==> src/rtl/mem2p_port_arbiter.sv <==
`default_nettype none
// ============================================================================
// Module   : mem2p_port_arbiter
// Purpose  : Round-robin arbiter with bounded hold that shares one 256x16
//            two-port synchronous memory between the lu_processor core
//            (requester 0) and a loader/DMA engine (requester 1). Read data
//            is steered back to the issuing requester one cycle later.
// Revision : 1.0 - initial release
// ============================================================================
module mem2p_port_arbiter #(
  parameter int AW       = 8,
  parameter int DW       = 16,
  parameter int MAX_HOLD = 4
) (
  input  logic          clk,
  input  logic          rst,
  input  logic          req0,
  input  logic          req1,
  input  logic          we0,
  input  logic          we1,
  input  logic [AW-1:0] addr0,
  input  logic [AW-1:0] addr1,
  input  logic [DW-1:0] wdata0,
  input  logic [DW-1:0] wdata1,
  output logic          gnt0,
  output logic          gnt1,
  output logic          rvalid0,
  output logic          rvalid1,
  output logic [DW-1:0] rdata_out,
  output logic          mem_we,
  output logic          mem_re,
  output logic [AW-1:0] mem_addr,
  output logic [DW-1:0] mem_wdata,
  input  logic [DW-1:0] mem_rdata
);

  localparam logic [1:0] c_S_IDLE = 2'd0;
  localparam logic [1:0] c_S_G0   = 2'd1;
  localparam logic [1:0] c_S_G1   = 2'd2;

  // Last hold count value; the counter saturates here so that a requester
  // which held the memory uncontended yields right after one more transfer
  // once the other side starts waiting.
  localparam logic [3:0] c_HOLD_LAST = 4'(MAX_HOLD - 1);

  logic [1:0]    r_state;
  logic [1:0]    w_next;
  logic [3:0]    r_hold_cnt;
  logic          r_last;
  logic          r_rvalid0;
  logic          r_rvalid1;
  logic [AW-1:0] r_addr_q;
  logic [DW-1:0] r_wdata_q;

  logic          w_iss0;
  logic          w_iss1;
  logic          w_hold_done;

  // A transfer issues whenever the granted requester is still requesting.
  assign w_iss0      = (r_state == c_S_G0) && req0;
  assign w_iss1      = (r_state == c_S_G1) && req1;
  assign w_hold_done = (r_hold_cnt == c_HOLD_LAST);

  // State register: grant FSM.
  always_ff @(posedge clk) begin
    if (!rst) begin
      r_state <= c_S_IDLE;
    end else begin
      r_state <= w_next;
    end
  end

  // Next-state logic: round-robin on ties, bounded hold under contention,
  // direct handoff when the other requester is waiting.
  always_comb begin
    w_next = r_state;
    case (r_state)
      c_S_IDLE: begin
        if (req0 && req1) begin
          w_next = r_last ? c_S_G0 : c_S_G1;
        end else if (req0) begin
          w_next = c_S_G0;
        end else if (req1) begin
          w_next = c_S_G1;
        end
      end
      c_S_G0: begin
        if (!req0) begin
          w_next = req1 ? c_S_G1 : c_S_IDLE;
        end else if (req1 && w_hold_done) begin
          w_next = c_S_G1;
        end
      end
      c_S_G1: begin
        if (!req1) begin
          w_next = req0 ? c_S_G0 : c_S_IDLE;
        end else if (req0 && w_hold_done) begin
          w_next = c_S_G0;
        end
      end
      default: w_next = c_S_IDLE;
    endcase
  end

  // Hold counter and round-robin pointer: cleared/updated on grant entry,
  // counted per issued transfer while the grant is kept.
  always_ff @(posedge clk) begin
    if (!rst) begin
      r_hold_cnt <= 4'd0;
      r_last     <= 1'b1;
    end else if (w_next != r_state) begin
      r_hold_cnt <= 4'd0;
      if (w_next == c_S_G0) begin
        r_last <= 1'b0;
      end else if (w_next == c_S_G1) begin
        r_last <= 1'b1;
      end
    end else if ((w_iss0 || w_iss1) && !w_hold_done) begin
      r_hold_cnt <= r_hold_cnt + 4'd1;
    end
  end

  // Read tag and command mirror: remember who owns the in-flight read and
  // the last address/data driven so idle cycles do not toggle the bus.
  always_ff @(posedge clk) begin
    if (!rst) begin
      r_rvalid0 <= 1'b0;
      r_rvalid1 <= 1'b0;
      r_addr_q  <= '0;
      r_wdata_q <= '0;
    end else begin
      r_rvalid0 <= w_iss0 && !we0;
      r_rvalid1 <= w_iss1 && !we1;
      if (w_iss0) begin
        r_addr_q  <= addr0;
        r_wdata_q <= wdata0;
      end else if (w_iss1) begin
        r_addr_q  <= addr1;
        r_wdata_q <= wdata1;
      end
    end
  end

  // Output logic: registered grants plus the combinational command mux.
  always_comb begin
    gnt0      = (r_state == c_S_G0);
    gnt1      = (r_state == c_S_G1);
    mem_we    = 1'b0;
    mem_re    = 1'b0;
    mem_addr  = r_addr_q;
    mem_wdata = r_wdata_q;
    if (w_iss0) begin
      mem_we    = we0;
      mem_re    = !we0;
      mem_addr  = addr0;
      mem_wdata = wdata0;
    end else if (w_iss1) begin
      mem_we    = we1;
      mem_re    = !we1;
      mem_addr  = addr1;
      mem_wdata = wdata1;
    end
  end

  assign rvalid0   = r_rvalid0;
  assign rvalid1   = r_rvalid1;
  assign rdata_out = mem_rdata;

endmodule
`default_nettype wire

==> config.mk <==
export PLATFORM = sky130hd
export DESIGN_NAME = mem2p_port_arbiter
export DESIGN_NICKNAME = d
export VERILOG_FILES = /design/src/rtl/mem2p_port_arbiter.sv
export SDC_FILE = /design/constraint.sdc
export NUM_CORES = 1
export LEC_CHECK = 0
export ABC_AREA = 1
export BUFFER_PORTS_ARGS = -buffer_cell sky130_fd_sc_hd__buf_2
export CORE_MARGIN = 4
export CORE_UTILIZATION = 30
export DETAILED_ROUTE_END_ITERATION = 10
export PLACE_DENSITY = 0.59
export SLEW_MARGIN = 20
export SYNTH_ARGS = -nofsm -noshare
export SYNTH_HDL_FRONTEND = slang
export SYNTH_SLANG_ARGS = --single-unit
==> constraint.sdc <==
create_clock -name clk -period 1.7 [get_ports clk]
set_input_delay 0.17 -clock clk [delete_from_list [all_inputs] [get_ports clk]]
set_output_delay 0.17 -clock clk [all_outputs]
set_load 0.03 [all_outputs]
-- Yosys cells after proc, flatten, opt, wreduce, memory -nomap -nowiden
Index checks and enable logic that the tools add are counted.
- bits in registers: 33
- input port bits: 70
- output and inout bits: 46
- word-level logic and storage cells: 52
- add/subtract/negate cells: 1
- equal/unequal tests: 6
- mux-type cells: 21
- bitwise operators: 1
- reductions and logical operators: 16
- operators by type and width (cell ; count):
    16-bit 2-to-1 mux ; 2
    2-bit 2-to-1 mux ; 9
    8-bit 2-to-1 mux ; 2
    1-bit logical AND ; 8
    1-bit 2-to-1 mux ; 7
    2-bit one-hot mux with 3 select lines ; 1
    4-bit by 1-bit adder with 4-bit output (second input constant) ; 1
    2-bit by 1-bit == test with 1-bit output (second input constant) ; 2
    2-bit == test (second input constant) ; 2
    4-bit by 2-bit == test with 1-bit output (second input constant) ; 1
    1-bit logical NOT ; 3
    2-bit logical NOT ; 1
    2-bit inequality test ; 1
    2-bit AND reduction ; 1
    2-bit nonzero test ; 1
    2-bit OR reduction ; 1
    1-bit logical OR ; 1
    1-bit inverter ; 1

-- Longest topological paths before layout
Gate-level depths: netlist of run 1.
- word-level depth: 8
- mapped depth: 12

-- Least setup slack after synthesis of run 1
No wires, ideal clock.
- path type: flip-flop to flip-flop
- from: reg r_state[0]
- to: reg r_addr_q[7]
- library setup time: 0.062 ns
- data arrival time: 1.968 ns
- required time: 1.638 ns
- slack: -0.330 ns
- cell stages (with the launch flop): 9
- buffers on the path: 1
- path through: dfxtp_1 inv_2 nor2_2 inv_2 nor2_8 inv_2 buf_2 a31oi_1 and2_1
- elaborated cells between the ends (all ways): 6
- those cells by class: eq/ne: 2; mux: 2; reduce/logical: 2
- RTL lines (item ; line ; text):
    start: declaration ; 46 ; logic [1:0] r_state;
    start signal: assignment ; 67 ; r_state <= c_S_IDLE;
    start signal: assignment ; 69 ; r_state <= w_next;
    2-bit by 1-bit == test with 1-bit output ; - ;
    net gnt0 ; 25 ; output logic gnt0,
    1-bit logical AND ; 60 ; assign w_iss0 = (r_state == c_S_G0) && req0;
    8-bit 2-to-1 mux ; 134 ; if (w_iss0) begin
    net mem_addr[7] ; 32 ; output logic [AW-1:0] mem_addr,
    end signal: assignment ; 135 ; r_addr_q <= addr0;
    end signal: assignment ; 138 ; r_addr_q <= addr1;
    end: declaration ; 52 ; logic [AW-1:0] r_addr_q;
The timed path passes the listed nets, and every way through them passes these cells.
A chain may end at the register's enable or synchronous reset.

-- Worst setup path in the final report of run 1
- from: reg r_state[1]
- to: out mem_addr[4]
- word-level cells in the longest chain between the ends: 4
- elaborated cells between the ends (all ways): 6
- those cells by class: eq/ne: 2; mux: 2; reduce/logical: 2
- RTL lines (item ; line ; text):
    2-bit == test ; 61 ; assign w_iss1 = (r_state == c_S_G1) && req1;
    1-bit logical AND ; 61 ;
    8-bit 2-to-1 mux ; - ;
    8-bit 2-to-1 mux * ; - ;
    end: declaration ; 32 ;
Mark *: on every way between the ends. The rest lies on a longest branch, timed or not.

==> flow_metrics.py, run 1 <==
metrics = {
    "final_layout": {
        "layout_commonest_cell": "buf_2",
        "seq_area_um2": 669,
        "syn_to_final_growth_pct": 82.1,
        "multiInputGateArea_um2": 1610,
        "n_antenna_cell": 0,
        "post-route-util_pct": 56.0,
        "drive_gt1_share_pct": 63.6,
        "mostFrequentLayoutCells": "57 x buf_2, 30 x dfxtp_1, 28 x buf_6, 26 x nand2_1, 26 x nand2_4",
        "stdcell_area_um2": 3560,
        "fin_nets": 425,
        "fin_cells": 431,
        "fillCellCount": 560,
    },
    "global_route": {
        "grt_pass1_wl_mm": 9.69,
        "antenna_found_initial": 0,
        "track_usage_pct": 16.0,
        "overflow": 0,
        "grt_pass1_vias": 2039,
        "grt_max_degree": 28,
    },
    "worst_setup_path": {
        "path_delay_family": "buffers and inverters",
        "crit_buf_inv": 5,
        "rr_worst_depth": 12,
        "required_ns": 1.53,
        "cp_max_fo": 6,
        "crit_slowest_cell": "dfxtp_4",
        "r2r_start": "r_state[1]",
        "arrival_ns": 1.70,
        "slowest_delay_ns": 0.36,
        "startpoint_type": "flop",
        "rrSetupSlack_ns": 0,
        "cp.depth": 9,
        "crit_path_end_kind": "output port",
        "r2r-end": "r_addr_q[6]",
        "critPathKind": "flop to output port",
        "crit_chain": "inv_4 -> nor2_4 -> inv_2 -> nor2_4 -> buf_12 -> buf_12 -> nand2_2 -> a31oi_4 -> buf_6",
    },
    "timing": {
        "worst_slack_ns": -0.175,
        "period_needed_ns": 1.87,
        "min_period_over_period_pct": 110,
        "hold_violations": 0,
        "slew_headroom_pct": 71.6,
        "clock_skew_ns": 0.00281,
        "slew_violations": 0,
        "rsz0062_at_grt": "true",
        "tightest_slew_ns": 0.427,
        "setup_viol": 25,
        "fmax_ghz": 0.533,
        "hold_ws_ns": 0.121,
    },
    "floorplan": {
        "dieWidth_um": 88.7,
        "start_util_pct": 30.8,
        "rows": 29,
        "die_area_um2": 7870,
        "pin_count": 116,
        "die-height_um": 88.7,
        "core_area_um2": 6350,
    },
    "logic_synthesis": {
        "ys_seq_elements": 33,
        "synth_ff_type": "dfxtp_1",
        "async_flop_share_pct": 0,
        "synth.distinct_cells": 29,
        "synth_edf_count": 0,
        "syn-num-nets": 334,
        "syn_inst": 262,
        "syn_avg_cell_area_um2": 7.45,
        "ys_seq_area_share_pct": 33.8,
        "syn-cell-area_um2": 1950,
        "ys_warn_count": 0,
    },
    "placed_design": {
        "dp_cells": 403,
        "dp.final_hpwl_mm": 3.89,
        "placed_cell_area_um2": 2660,
        "gp_congestion": 0.813,
        "io_buffers": 83,
    },
    "cts": {
        "clockRootBuffer": "clkbuf_8",
        "numCtsBuffers": 5,
        "htreeDepth": 2,
        "numClockSinks": 33,
        "clockBufferDepth": 2,
        "clkLatencyLatePin_ns": 0.29,
        "clk_pin_slew_ns": 0.07,
        "cts_tree": "yes",
    },
    "min_path": {
        "hold_path_class": "primary input to flop",
        "worstHoldStart": "we0",
        "holdPathEnd": "rvalid0",
        "holdPathStages": 2,
    },
    "power": {
        "vdd_ir_drop_max_mv": 0.412,
        "p_leak_nw": 1.54,
        "p_per_area_nw_per_um2": 741,
        "finalPower_mw": 2.64,
    },
    "detailed_routing": {
        "ant_nets": 0,
        "dr.pass1.iters": 4,
        "dr_total_vias": 2042,
        "drc_errors": 0,
        "drt-vias-per-instance": 4.74,
        "wirelength_mm": 6.27,
        "wl_per_cell_um": 14.5,
        "drtIter0Drc": 99,
    },
    "outcome": {
        "status": "finished with violations",
        "violations": "negative setup slack",
    },
    "flow_run": {
        "max-cap-violations": 0,
    },
}
==> routing by layer <==
metal | global-route usage, % | up-vias | part of all wire (%)
met3 | 3.07 | 10 | 5.7
met2 | 28.1 | 63 | 52
met4 | 6.46 | 0 | 1.6
met1 | 18.9 | 957 | 40
met5 | 0 | - | 0
li1 | - | 1012 | -
==> worst max-delay path by stage <==
stage / startpoint / end / slack (ns)
global route: r_state[1] / mem_wdata[6] / -0.26
floorplan: r_state[0] / r_addr_q[3] / 0.009
finish: r_state[1] / mem_addr[4] / -0.17
CTS: r_state[1] / mem_wdata[5] / -0.17
global placement: r_state[0] / mem_wdata[9] / 0.05
detailed placement: r_state[0] / mem_wdata[9] / 0.04
==> flip-flops by register name, indices dropped and copies added (netlist names) <==
| register | count |
|---|---|
| rvalid0 | 1 |
| r_addr_q | 8 |
| r_state | 2 |
| rvalid1 | 1 |
| r_wdata_q | 16 |
| r_last | 1 |
| r_hold_cnt | 4 |
==> synth_stat cells (4+ instances only) <==
| master | number | area (um^2) |
|---|---|---|
| buf_4 | 16 | 120 |
| inv_2 | 6 | 22.5 |
| nand3_1 | 8 | 40.0 |
| nand2_1 | 72 | 270 |
| inv_1 | 10 | 37.5 |
| clkbuf_1 | 4 | 15.0 |
| nor2_1 | 37 | 139 |
| a31oi_1 | 6 | 37.5 |
| dfxtp_1 | 33 | 661 |
| and2_1 | 24 | 150 |
| buf_2 | 4 | 20.0 |
| a31oi_2 | 18 | 225 |
==> through the flow <==
| stage | setup TNS, ns | worst slack (ns) |
|---|---|---|
| after floorplan | 0 | 0.00947 |
| after global placement | 0 | 0.0494 |
| after detailed placement | 0 | 0.0424 |
| after CTS | -3.83 | -0.172 |
| after global routing | -5.79 | -0.256 |
| final | -3.63 | -0.175 |
==> worst reg2reg max path: stages, from the launching register on <==
cell,delay [ns]
dfxtp_4,0.36
inv_4,0.04
nor2_4,0.11
inv_2,0.06
nor2_4,0.13
buf_6,0.14
clkinv_8,0.07
buf_6,0.13
nand2_2,0.06
a31oi_4,0.09
buf_4,0.14
buf_4,0.12
and2_1,0.12
==> layout make-up <==
type,instances,share of cell area [%]
Clock inverter,2,0.281
Multi-Input combinational cell,185,45.3
Inverter,16,2.25
Tap cell,77,2.71
Clock buffer,6,2.04
Timing Repair Buffer,112,28.6
Sequential cell,33,18.8
==> kinds of logic after synthesis <==
logic type               Yosys count  share of synthesized area (%)
flip-flops                        33                           33.8
XOR/XNOR                           2                          0.897
adder cells (fa/ha/maj)            2                           1.28
AO/OA/AOI/OAI                     30                           15.4
buffers and inverters             44                           13.8
AND/OR/NAND/NOR                  151                           34.8
==> power by group <==
group | total (mW) | switching (mW) | internal [mW] | leakage, nW
Combinational | 1.18 | 0.611 | 0.566 | 1.23
Clock | 0.579 | 0.295 | 0.284 | 0.0450
Sequential | 0.880 | 0.0439 | 0.836 | 0.271
==> what timing repair did <==
item                       in CTS  in global routing
gates cloned                    4                  3
setup endpoints to repair      26                 27
hold buffers                    0                  0
pin swaps                      12                 20
gates resized for setup       101                 71
setup buffers                  10                  5
No activity file was read; power rests on OpenSTA's default activity.
==> inputs of run 2 (changes only) <==
ABC_AREA = unset   (was 1)
PLACE_DENSITY = 0.6   (was 0.59)
==> run 2 against run 1 <==
Compared with the run above: the flow still finishes with violations (negative setup slack); routed wire length down 6.9%; count of clock-buffer cells in the layout down 1; synthesized cell count down 21%; clock power down 6.4%; via count down 12%; critical path type is now flop to flop.
==> flow_metrics.py, run 2 <==
metrics = {
    "worst_setup_path": {
        "required_ns": 1.87,
        "crit_slowest_cell": "dfxtp_2",
        "arrival_ns": 2.14,
        "r2r_start": "r_hold_cnt[1]",
        "cp_max_fo": 4,
        "crit_chain": "ha_4 -> nor3b_4 -> buf_4 -> a311oi_1 -> ha_1 -> nor3_2 -> mux2_4",
        "cp-startpoint": "r_hold_cnt[1]",
        "critPathKind": "flop to flop",
        "startpoint_type": "flop",
        "slowest_delay_ns": 0.34,
        "crit_path_end_kind": "flop",
        "rrSetupSlack_ns": -0.27,
    },
    "detailed_routing": {
        "ant_nets": 0,
        "drc_errors": 0,
        "wl_per_cell_um": 15.5,
        "drt-vias-per-instance": 4.78,
        "dr_total_vias": 1802,
        "drtIter0Drc": 41,
        "dr.pass1.iters": 4,
        "wirelength_mm": 5.83,
    },
    "power": {
        "vdd_ir_drop_max_mv": 0.517,
        "p_switching_mw": 0.715,
        "finalPower_mw": 2.22,
        "pwr-share-comb_pct": 37.8,
        "p_int_mw": 1.51,
        "switching_share_pct": 32.2,
        "pwr-share-seq_pct": 37.8,
        "clkPwrFrac_pct": 24.4,
        "p_per_area_nw_per_um2": 689,
        "p_leak_nw": 1.42,
    },
    "global_route": {
        "grt_pass1_wl_mm": 8.51,
        "busiest_layer": "met2",
        "grt_pass1_vias": 1877,
        "grt_use_met1_pct": 16.5,
        "track_usage_pct": 14.4,
        "antenna_found_initial": 0,
        "grt_max_degree": 32,
        "groute.layer.met3.usage_pct": 3.94,
        "grt_util_met2_pct": 26.0,
        "overflow": 0,
    },
    "timing": {
        "min_period_over_period_pct": 116,
        "period_needed_ns": 1.97,
        "setup_viol": 27,
        "slew_headroom_pct": 66.0,
        "rsz0062_at_grt": "true",
        "slew_violations": 0,
        "worst_slack_ns": -0.272,
        "clock_skew_ns": 0.00292,
        "tightest_slew_ns": 0.503,
        "hold_ws_ns": 0.123,
        "hold_violations": 0,
        "fmax_ghz": 0.507,
    },
    "floorplan": {
        "pin_count": 116,
        "die-height_um": 85.5,
        "die_area_um2": 7310,
        "dieWidth_um": 85.5,
        "start_util_pct": 31.8,
        "rows": 27,
        "core_area_um2": 5680,
    },
    "placed_design": {
        "gp_congestion": 0.710,
        "dp_slack_ns": -0.223,
        "dp.final_hpwl_mm": 3.20,
        "io_buffers": 83,
    },
    "final_layout": {
        "layout_commonest_cell": "buf_2",
        "mostFrequentLayoutCells": "57 x buf_2, 33 x buf_6, 29 x dfxtp_1, 25 x and2_1, 22 x buf_4",
        "syn_to_final_growth_pct": 79.0,
        "top_register": "r_wdata_q",
        "reg_top3": "r_wdata_q: 16 flops, r_addr_q: 8 flops, r_hold_cnt: 4 flops",
        "fillCellCount": 496,
        "drive_gt1_share_pct": 66.9,
        "n_antenna_cell": 0,
        "largest_reg_flops": 16,
        "fin_nets": 378,
    },
    "cts": {
        "cts_tree": "yes",
        "htreeDepth": 2,
        "numCtsBuffers": 5,
        "clkLatencyLatePin_ns": 0.28,
        "hold_buffers": 0,
        "clockBufferDepth": 2,
        "clk_pin_slew_ns": 0.06,
        "numClockSinks": 33,
        "clockRootBuffer": "clkbuf_8",
    },
    "logic_synthesis": {
        "yosysTopAreaCell": "dfxtp_1",
        "syn-cell-area_um2": 1800,
        "synth.most_common_cell": "dfxtp_1",
        "synthTopCellsByCount": "33 x dfxtp_1, 29 x nor2_1, 27 x a21oi_1, 26 x mux2i_1, 25 x and2_1",
        "synthTopCellsByArea": "dfxtp_1 37%, mux2i_1 14%, and2_1 8.7%, buf_4 7.9%, a21oi_1 7.5%",
        "ys_seq_elements": 33,
        "synth_top_area_share_pct": 36.6,
        "ys_seq_area_share_pct": 36.6,
        "ys_warn_count": 0,
        "synth_ff_type": "dfxtp_1",
        "syn_avg_cell_area_um2": 8.67,
        "syn_inst": 208,
        "async_flop_share_pct": 0,
        "synth_edf_count": 0,
        "syn-num-nets": 280,
        "synth.distinct_cells": 31,
    },
    "flow_run": {
        "max-cap-violations": 0,
    },
    "outcome": {
        "violations": "negative setup slack",
        "status": "finished with violations",
    },
    "min_path": {
        "worstHoldStart": "we1",
        "hold_path_class": "primary input to flop",
    },
}
==> run 2: changes by cell type after synthesis, sizes merged, moves of 3 or more <==
cell / previous run / this run
nand2: 72 / 4
mux2i: 0 / 26
a21oi: 3 / 27
a31oi: 24 / 0
inv: 16 / 2
nor2: 41 / 29
nand3: 8 / 3
nor2b: 0 / 4
nor3b: 0 / 4
buf: 24 / 27
==> run 2: through the flow <==
stage	util (%)	instance area, um^2	setup TNS (ns)	cells
detailed placement	39.8	2260	-0.249	347
global placement	39.8	2260	-0.179	347
floorplan	-	1820	-0.162	208
CTS	51.5	2920	-3.61	371
global route	56.9	3230	-6.00	377
finish	56.9	3230	-3.64	377
==> run 2: routing by layer <==
layer  vias to the layer above  part of all wire [%]
li1                        883                     -
met1                       840                    40
met2                        63                    52
met3                        16                   6.9
met4                         0                   1.5
met5                         -                     0
==> run 2: final cells by class <==
class / instances / area, um^2 / share of cell area, %
Clock buffer: 5 / 68.8 / 2.13
Clock inverter: 1 / 5.00 / 0.155
Inverter: 2 / 7.51 / 0.233
Multi-Input combinational cell: 143 / 1360 / 42.1
Sequential cell: 33 / 666 / 20.6
Tap cell: 72 / 90.1 / 2.79
Timing Repair Buffer: 121 / 1030 / 31.9
==> run 2: cells by family after synthesis <==
family / count (synthesis) / share of synthesized area, %
flip-flops: 33 / 36.6
XOR/XNOR: 2 / 0.972
adder cells (fa/ha/maj): 2 / 1.39
AO/OA/AOI/OAI: 35 / 10.5
AND/OR/NAND/NOR: 77 / 23.7
multiplexers: 27 / 15.3
buffers and inverters: 32 / 11.5
==> run 2: critical path, delay by kind of cell (launching register included) <==
kind | cells | cell delay [ns]
fa+ha+maj | 2 | 0.45
flops | 1 | 0.34
compound gates | 1 | 0.33
mux | 1 | 0.31
simple gates | 2 | 0.29
buf+inv | 1 | 0.13
==> run 2: power by group through the flow <==
| stage | clock [mW] | combinational [mW] | sequential, mW |
|---|---|---|---|
| after floorplan | 0 | 0.420 | 0.848 |
| after global placement | 0 | 0.520 | 0.849 |
| after detailed placement | 0 | 0.523 | 0.850 |
| after CTS | 0.564 | 0.735 | 0.834 |
| after global routing | 0.603 | 0.891 | 0.845 |
| final | 0.542 | 0.840 | 0.840 |
==> run 2: what timing repair did <==
| item | CTS | global route |
|---|---|---|
| resized for setup | 108 | 56 |
| endpoints found under the setup margin | 27 | 31 |
| gates cloned | 5 | 1 |
| setup buffers | 13 | 8 |
| pin swaps | 15 | 12 |
==> run 2: worst paths after layout <==
| path | end | depth (start not counted) |
|---|---|---|
| setup / recovery | r_last | 7 |
| hold / removal | rvalid1 | 2 |
| setup reg to reg | r_last | 7 |
| hold reg to reg | r_last | 2 |
==> inputs of run 3 (changes only) <==
BUFFER_PORTS_ARGS = -buffer_cell sky130_fd_sc_hd__clkbuf_2   (was -buffer_cell sky130_fd_sc_hd__buf_2)
==> run 3 against run 2 <==
Compared with the run above: the run still ends with negative setup slack left; via count down 2.7%; flip-flop and latch count unchanged; count of clock-buffer cells in the layout grew 1; register-to-register slack better by 0.02 ns; worst setup slack gained 0.018 ns; combinational power shrank 11%; total power shrank 3.1%; clock skew grew 0.0020 ns; sequential power is 0.7% lower; routed wire length fell by 5.6%; design area fell by 7.8%; clock power up 6.1%; largest cell class is now buffers.
==> flow_metrics.py, run 3 (synthesis gave the netlist of run 2 again) <==
metrics = {
    "power": {
        "switching_share_pct": 31.5,
        "p_leak_nw": 1.52,
        "pwr-share-seq_pct": 38.7,
        "vdd_ir_drop_max_mv": 0.333,
        "clkPwrFrac_pct": 26.7,
        "p_per_area_nw_per_um2": 724,
        "p_switching_mw": 0.678,
        "pwr-share-comb_pct": 34.6,
        "p_int_mw": 1.47,
    },
    "timing": {
        "period_needed_ns": 1.95,
        "setup_viol": 32,
        "hold_ws_ns": 0.117,
        "min_period_over_period_pct": 115,
        "worst_slack_ns": -0.254,
        "fmax_ghz": 0.512,
        "hold_violations": 0,
        "rsz0062_at_grt": "true",
        "clock_skew_ns": 0.00493,
        "slew_headroom_pct": 76.7,
        "tns_ns": -3.62,
        "tightest_slew_ns": 0.345,
        "slew_violations": 0,
    },
    "detailed_routing": {
        "wl_per_cell_um": 14.4,
        "ant_nets": 0,
        "dr_total_vias": 1754,
        "dr.pass1.iters": 4,
        "wirelength_mm": 5.51,
        "drtIter0Drc": 43,
        "drc_errors": 0,
        "drt-vias-per-instance": 4.58,
    },
    "cts": {
        "cts_tree": "yes",
        "clk_pin_slew_ns": 0.07,
        "numCtsBuffers": 5,
        "htreeDepth": 2,
        "clkLatencyLatePin_ns": 0.28,
        "clockRootBuffer": "clkbuf_8",
        "numClockSinks": 33,
        "clockBufferDepth": 2,
        "hold_buffers": 0,
    },
    "global_route": {
        "grt_pass1_wl_mm": 8.06,
        "grt_pass1_vias": 1722,
        "overflow": 0,
        "antenna_found_initial": 0,
        "track_usage_pct": 13.7,
        "grt_max_degree": 22,
    },
    "outcome": {
        "status": "finished with violations",
        "violations": "negative setup slack",
    },
    "final_layout": {
        "drive_gt1_share_pct": 52.4,
        "mostFrequentLayoutCells": "57 x clkbuf_2, 35 x buf_4, 29 x dfxtp_1, 26 x nor2_1",
        "layout_commonest_cell": "clkbuf_2",
        "reg_top3": "r_wdata_q: 16 flops, r_addr_q: 8 flops, r_hold_cnt: 4 flops",
        "fin_nets": 382,
        "post-route-util_pct": 52.4,
        "syn_to_final_growth_pct": 65.0,
        "n_antenna_cell": 0,
        "top_register": "r_wdata_q",
        "largest_reg_flops": 16,
    },
    "worst_setup_path": {
        "startpoint_type": "flop",
        "cp_max_fo": 5,
        "slowest_delay_ns": 0.35,
        "arrival_ns": 2.12,
        "crit_slowest_cell": "dfxtp_2",
        "crit_buf_inv": 0,
        "crit_path_end_kind": "flop",
        "critPathKind": "flop to flop",
        "required_ns": 1.87,
        "crit_chain": "ha_4 -> nor3b_4 -> nor2b_1 -> o21ai_1 -> nand3_1 -> ha_1 -> nor3_2 -> mux2_4",
        "path_delay_family": "simple AND/OR/NAND/NOR gates",
    },
    "flow_run": {
        "max-cap-violations": 0,
    },
    "floorplan": {
        "core_area_um2": 5680,
        "dieWidth_um": 85.5,
        "rows": 27,
        "die_area_um2": 7310,
        "start_util_pct": 31.8,
        "die-height_um": 85.5,
        "pin_count": 116,
    },
    "placed_design": {
        "dp.final_hpwl_mm": 3.27,
        "gp_congestion": 0.741,
        "io_buffers": 83,
    },
    "min_path": {
        "hold_path_class": "primary input to flop",
    },
}
==> run 3: layout make-up <==
type	instances	area, um^2
timing repair buffer	125	1070
clock buffer	6	72.6
tap	72	90.1
multi-input combinational	143	1050
clock inverter	2	10.0
inverter	2	7.51
fill	541	2700
sequential	33	666
==> run 3: per-layer routing <==
layer	up-vias	part of all wire [%]	track usage, %
met5	-	0	0
met4	0	1.2	4.03
met3	10	6.5	4.13
met2	64	50	23.4
met1	793	43	16.6
li1	887	-	-
==> run 3: worst reg2reg max path, cell delays in order, from the launching register on <==
cell     delay (ns)
dfxtp_2        0.35
ha_4           0.13
nor3b_4        0.25
nor2b_1        0.08
o21ai_1        0.16
nand3_1        0.10
ha_1           0.30
nor3_2         0.15
mux2_4         0.32
==> run 3: power by group through the flow <==
stage                     Clock (mW)  Combinational, mW  Sequential [mW]
final                          0.575              0.744            0.834
after floorplan                    0              0.420            0.848
after global routing           0.643              0.797            0.838
after global placement             0              0.529            0.849
after CTS                      0.601              0.647            0.833
after detailed placement           0              0.532            0.850
==> run 3: path summary, 6_finish.rpt <==
check           startpoint            end  slack, ns  cells after the start
max          r_hold_cnt[1]         r_last      -0.25                      8
min                    we0        rvalid0       0.12                      2
max reg2reg  r_hold_cnt[1]         r_last      -0.25                      8
min reg2reg  r_hold_cnt[0]  r_hold_cnt[1]       0.64                      3
==> run 3: stage by stage <==
step,setup WS [ns],cell area [um^2],total power [mW],std cells
6_report,-0.254,2970,2.15,383
5_1_grt,-0.338,2970,2.28,383
4_1_cts,-0.246,2700,2.08,369
3_5_place_dp,-0.234,2270,1.38,350
3_3_place_gp,-0.183,2270,1.38,350
2_1_floorplan,-0.162,1820,1.27,208
==> run 3: repair_timing <==
item | 4_1_cts | 5_1_grt
endpoints found under the setup margin | 27 | 30
gates resized for setup | 47 | 75
hold endpoints to repair | 0 | 0
pin swaps | 9 | 22
gates cloned | 4 | 2
buffers inserted | 7 | 13
